File: src/rtl/multicycle_sequencer_pkg.sv
// Shared definitions for the multi-cycle instruction sequencer: opcode
// encodings, ALU operation encodings, FSM state type and the decoded
// opcode-class record.
// Ports: none (package).
package multicycle_sequencer_pkg;

   // Opcode occupies the top OPC_W bits of the instruction word;
   // the operand occupies the low OPERAND_W bits.
   localparam int OPC_W     = 4;
   localparam int OPERAND_W = 4;

   localparam logic [OPC_W-1:0] OP_NOP   = 4'h0;
   localparam logic [OPC_W-1:0] OP_ADD   = 4'h1;
   localparam logic [OPC_W-1:0] OP_SUB   = 4'h2;
   localparam logic [OPC_W-1:0] OP_LOAD  = 4'h3;
   localparam logic [OPC_W-1:0] OP_STORE = 4'h4;
   localparam logic [OPC_W-1:0] OP_JUMP  = 4'h5;
   localparam logic [OPC_W-1:0] OP_HALT  = 4'hF;

   localparam logic [1:0] ALU_ADD = 2'b00;
   localparam logic [1:0] ALU_SUB = 2'b01;

   typedef enum logic [2:0] {
      IDLE,
      FETCH,
      DECODE,
      EXEC,
      MEM,
      WB,
      HALTED
   } seq_state_t;

   typedef struct packed {
      logic is_alu;
      logic is_load;
      logic is_store;
      logic is_jump;
      logic is_halt;
   } op_class_t;

endpackage

File: src/rtl/seq_opclass_decode.sv
// Combinational opcode classifier used while the sequencer is in DECODE.
// Ports:
//   opcode   - opcode field of the instruction register
//   is_alu   - ADD or SUB
//   is_load  - LOAD (immediate, no memory access)
//   is_store - STORE
//   is_jump  - JUMP
//   is_halt  - HALT
//   alu_op   - ALU operation (SUB -> 01, everything else -> 00)
module seq_opclass_decode
   import multicycle_sequencer_pkg::*;
(
   input  logic [OPC_W-1:0] opcode,
   output logic             is_alu,
   output logic             is_load,
   output logic             is_store,
   output logic             is_jump,
   output logic             is_halt,
   output logic [1:0]       alu_op
);

   always_comb begin
      is_alu   = 1'b0;
      is_load  = 1'b0;
      is_store = 1'b0;
      is_jump  = 1'b0;
      is_halt  = 1'b0;
      alu_op   = ALU_ADD;
      case (opcode)
         OP_ADD:   is_alu = 1'b1;
         OP_SUB: begin
            is_alu = 1'b1;
            alu_op = ALU_SUB;
         end
         OP_LOAD:  is_load  = 1'b1;
         OP_STORE: is_store = 1'b1;
         OP_JUMP:  is_jump  = 1'b1;
         OP_HALT:  is_halt  = 1'b1;
         default:  ;  // NOP and unassigned opcodes
      endcase
   end

endmodule

File: src/rtl/multicycle_sequencer.sv
// Multi-cycle sequencer for the 8-bit RISC datapath. Owns PC and
// instruction register, drives the instruction/data memory handshakes and
// the register-write / ALU-op controls, and counts retired instructions.
// Ports:
//   clk, reset            - clock, synchronous active-high reset
//   run                   - enable, sampled in IDLE and at instruction boundaries
//   imem_req/addr         - fetch request and address (= pc)
//   imem_rdata/valid      - fetched instruction and its valid strobe
//   dmem_req/we, ready    - STORE data access and its acceptance
//   pc, instr             - program counter, instruction register
//   alu_op, reg_write     - ALU operation, write-back pulse
//   halted, retired       - halted flag, saturating retired count
//
// state  | meaning
// -------+-----------------------------------------------------------
// IDLE   | waiting for run
// FETCH  | imem_req held until imem_valid; captures instr, pc += 1
// DECODE | classifies opcode, registers alu_op
// EXEC   | JUMP loads pc; routes to MEM / WB / HALTED / boundary
// MEM    | STORE write held until dmem_ready, then boundary
// WB     | one-cycle reg_write, then boundary
// HALTED | parked until reset
module multicycle_sequencer
   import multicycle_sequencer_pkg::*;
#(
   parameter int PC_W    = 8,
   parameter int INSTR_W = 8,
   parameter int CNT_W   = 16
) (
   input  logic               clk,
   input  logic               reset,
   input  logic               run,
   output logic               imem_req,
   output logic [PC_W-1:0]    imem_addr,
   input  logic [INSTR_W-1:0] imem_rdata,
   input  logic               imem_valid,
   output logic               dmem_req,
   output logic               dmem_we,
   input  logic               dmem_ready,
   output logic [PC_W-1:0]    pc,
   output logic [INSTR_W-1:0] instr,
   output logic [1:0]         alu_op,
   output logic               reg_write,
   output logic               halted,
   output logic [CNT_W-1:0]   retired
);

   seq_state_t state, state_nxt;
   op_class_t  cls_q, cls_d;
   logic [1:0] alu_op_d;
   logic       boundary;

   seq_opclass_decode u_decode (
      .opcode   (instr[INSTR_W-1 -: OPC_W]),
      .is_alu   (cls_d.is_alu),
      .is_load  (cls_d.is_load),
      .is_store (cls_d.is_store),
      .is_jump  (cls_d.is_jump),
      .is_halt  (cls_d.is_halt),
      .alu_op   (alu_op_d)
   );

   always_ff @(posedge clk) begin
      if (reset) state <= IDLE;
      else       state <= state_nxt;
   end

   always_comb begin
      state_nxt = state;
      boundary  = 1'b0;
      case (state)
         IDLE:   if (run) state_nxt = FETCH;
         FETCH:  if (imem_valid) state_nxt = DECODE;
         DECODE: state_nxt = EXEC;
         EXEC: begin
            if (cls_q.is_halt)                      state_nxt = HALTED;
            else if (cls_q.is_store)                state_nxt = MEM;
            else if (cls_q.is_alu || cls_q.is_load) state_nxt = WB;
            else                                    boundary  = 1'b1;
         end
         MEM:    if (dmem_ready) boundary = 1'b1;
         WB:     boundary = 1'b1;
         HALTED: state_nxt = HALTED;
         default: state_nxt = IDLE;
      endcase
      if (boundary) state_nxt = run ? FETCH : IDLE;
   end

   always_comb begin
      imem_req  = 1'b0;
      dmem_req  = 1'b0;
      dmem_we   = 1'b0;
      reg_write = 1'b0;
      halted    = 1'b0;
      case (state)
         FETCH:  imem_req = 1'b1;
         MEM: begin
            dmem_req = 1'b1;
            dmem_we  = 1'b1;
         end
         WB:     reg_write = 1'b1;
         HALTED: halted    = 1'b1;
         default: ;
      endcase
   end

   assign imem_addr = pc;

   always_ff @(posedge clk) begin
      if (reset) begin
         pc      <= '0;
         instr   <= '0;
         alu_op  <= ALU_ADD;
         cls_q   <= '0;
         retired <= '0;
      end else begin
         if (state == FETCH && imem_valid) begin
            instr <= imem_rdata;
            pc    <= pc + 1'b1;
         end
         if (state == DECODE) begin
            alu_op <= alu_op_d;
            cls_q  <= cls_d;
         end
         // JUMP target replaces the increment already applied in FETCH.
         if (state == EXEC && cls_q.is_jump)
            pc <= PC_W'(instr[OPERAND_W-1:0]);
         if (boundary && retired != '1)
            retired <= retired + 1'b1;
      end
   end

endmodule

File: config.mk
export PLATFORM = sky130hd
export DESIGN_NAME = multicycle_sequencer
export DESIGN_NICKNAME = d
export VERILOG_FILES = /design/src/rtl/multicycle_sequencer_pkg.sv /design/src/rtl/seq_opclass_decode.sv /design/src/rtl/multicycle_sequencer.sv
export SDC_FILE = /design/constraint.sdc
export NUM_CORES = 1
export LEC_CHECK = 0
export CORE_UTILIZATION = 45
export CTS_BUF_LIST = sky130_fd_sc_hd__clkbuf_8
export DETAILED_ROUTE_END_ITERATION = 8
export GPL_ROUTABILITY_DRIVEN = 0
export HOLD_SLACK_MARGIN = 0.15
export PLACE_DENSITY = 0.79
export SLEW_MARGIN = 20
export SYNTH_ARGS = -nofsm -noshare
export SYNTH_HDL_FRONTEND = slang
export SYNTH_SLANG_ARGS = --single-unit
File: constraint.sdc
create_clock -name clk -period 3.8 [get_ports clk]
set_input_delay 0.76 -clock clk [delete_from_list [all_inputs] [get_ports clk]]
set_output_delay 0.76 -clock clk [all_outputs]
set_load 0.02 [all_outputs]
==> flow_summary.ini <==
[sta]
finalMaxSlewViolations = 0
rsz0062_at_grt = false
hold_violations = 0
slew_headroom = 0.499
fin_crit_ns = 2.63
fin_tns_setup_ns = 0
setup_viol = 0
worst_pin_slew_ns = 0.749
worst_hold_slack_ns = 0.451
finalCritPeriodShare = 0.691
fin_skew_ns = 0.00491
timing.fmax_mhz = 381

[finish]
fin_nets = 310
n_antenna_cell = 0
seq_area_um2 = 821
drive_gt1_frac = 0.0676
fin_util = 0.611
multi_input_area_um2 = 1080
n_fill_cell = 396
areaGrowthSynthToFinish_pct = 30.2

[detailed_routing]
routedWlPerCell_um = 12.7
drt-initial-drc-count = 99
ant_nets = 0
viasPerCell = 5.63
drt-total-wl_um = 4410
dr_total_vias = 1958
drc = 0
dr.pass1.iters = 4

[clocking]
clk_pin_slew_ns = 0.07
cts_sinks = 41
cts_resized = 0
ctsHtreeMaxLevel = 2
cts_tree = built
post-cts-setup-buffers = 0
cts_hold_buf = 0
insertion_delay_ns = 0.28
clockRootBuffer = clkbuf_8
clock_path_buffers = 2
cts_buffers = 5

[pwr]
combPwrFrac = 0.163
netSwitchingFraction = 0.284
p_clk_frac = 0.302
p_per_area_nw_per_um2 = 333
internal-power_mw = 0.634
power.switching_mw = 0.251
p_leak_nw = 0.864
seq_power_share = 0.535
peakVddDrop_mv = 0.192

[critical_path]
crit_type = flop to output pin
timing.rr.start = retired[3]$_SDFFE_PP0P_
startpoint = state[0]$_SDFFE_PP0P_
worstPathRequired_ns = 3.04
start_kind = flop
crit_end = imem_req
ff2ff_path_depth = 5
cp_max_fo = 11
r2r-end = retired[9]$_SDFFE_PP0P_
critPathArrivalTime_ns = 1.87
rrSetupSlack_ns = 1.64
crit_path_end_kind = output pin

[synth]
ys_types = 42
async_reset_ff_frac = 0
ys_seq_elements = 41
syn_area_um2 = 2040
syn_nets = 266
synth-main-ff-cell = dfxtp_1
syn_inst = 251
synth_edf_count = 0
ys_seq_area_frac = 0.402
avgSynthCellArea_um2 = 8.14
yosysWarningCount = 0

[placement]
dp_hpwl_um = 3150
port_buffers = 58

[die]
coreArea_um2 = 4350
io_pins = 60
die-area_um2 = 4810
initial_core_util = 0.469
fp.dieW_um = 69.4
num_rows = 24
fp.dieH_um = 69.4

[outcome]
status = completed

[global_route]
antenna_found_initial = 0
grt_pass1_wl_um = 7510
overflow = 0
grt_max_degree = 22
grt_pass1_vias = 1674
grt_usage = 0.187

[min_path]
worstHoldPathType = flop to flop

[flow_run]
max_cap_violations = 0
==> power groups by stage <==
| stage | Combinational (mW) | Clock (mW) | Sequential, mW |
|---|---|---|---|
| global placement | 0.141 | 0 | 0.481 |
| finish | 0.145 | 0.267 | 0.473 |
| global route | 0.160 | 0.296 | 0.477 |
| CTS | 0.145 | 0.274 | 0.473 |
| detailed placement | 0.144 | 0 | 0.483 |
| floorplan | 0.0994 | 0 | 0.477 |
==> cells by family after synthesis <==
group / synth area share
simple gates: 0.326
compound gates: 0.119
xor+xnor: 0.0686
flops: 0.402
buf+inv: 0.0704
fa+ha+maj: 0.0122
other cells: 0.00184
==> critical path, cell delays in order, from the launching register on <==
cell	delay, ns
dfxtp_1	0.53
inv_1	0.20
nor3_1	0.22
clkdlybuf4s50_1	0.64
==> worst min path at each step <==
stage / from / to / slack [ns] / cells after the start
global route: alu_op[0]$_SDFFE_PP0P_ / alu_op[0]$_SDFFE_PP0P_ / 0.48 / 2
global placement: cls_q[1]$_SDFFE_PP0P_ / cls_q[1]$_SDFFE_PP0P_ / 0.44 / 2
CTS: alu_op[0]$_SDFFE_PP0P_ / alu_op[0]$_SDFFE_PP0P_ / 0.46 / 2
floorplan: cls_q[1]$_SDFFE_PP0P_ / cls_q[1]$_SDFFE_PP0P_ / 0.43 / 2
detailed placement: alu_op[0]$_SDFFE_PP0P_ / alu_op[0]$_SDFFE_PP0P_ / 0.44 / 2
finish: alu_op[0]$_SDFFE_PP0P_ / alu_op[0]$_SDFFE_PP0P_ / 0.45 / 2
==> layout make-up <==
cell class,instances,area share
Multi-Input combinational cell,184,0.408
Sequential cell,41,0.309
Timing Repair Buffer,60,0.224
Clock buffer,5,0.0259
Tap cell,52,0.0245
Clock inverter,3,0.00517
Inverter,3,0.00423
==> state kept, by name, indices dropped and copies added, names as in the netlist <==
name and flops:
alu_op 1, imem_addr 8, instr 8, cls_q 5
state 3, retired 16
==> cells in the mapped netlist (5+ instances only) <==
master,count,share of area
buf_4,10,0.037
a21oi_1,20,0.049
o21ai_0,5,0.012
clkbuf_1,11,0.020
dfxtp_1,41,0.40
nand4_1,7,0.021
nor2_1,31,0.057
nand3_1,10,0.024
xnor2_1,13,0.056
nor4_1,5,0.015
nor3_1,11,0.027
nand2_1,33,0.061
==> metrics by stage <==
stage,instances,instance area [um2],total power [mW],setup WS (ns)
2_1_floorplan,251,2040,0.576,1.60
3_3_place_gp,340,2580,0.622,1.22
3_5_place_dp,340,2580,0.627,1.16
4_1_cts,348,2660,0.892,1.18
5_1_grt,348,2660,0.933,1.02
6_report,348,2660,0.884,1.17
==> layer usage <==
metal,vias to the layer above,share of wire,GRT usage
met2,63,0.47,0.294
met4,0,0.010,0.0522
met1,925,0.47,0.255
li1,966,-,-
met5,-,0,0
met3,4,0.052,0.0465
==> cells in the final DEF, fill, tap and decap left out, types with 4 or more instances in the layout <==
cell type        synthesis  layout
clkdlybuf4s50_1          0      58
dfxtp_1                 41      41
nand2_1                 33      33
nor2_1                  31      31
a21oi_1                 20      20
xnor2_1                 13      13
nor3_1                  11      11
nand3_1                 10      10
nand4_1                  7       7
o21ai_0                  5       5
clkbuf_8                 0       5
nor4_1                   5       4
Power figures use the tool's default switching activity.
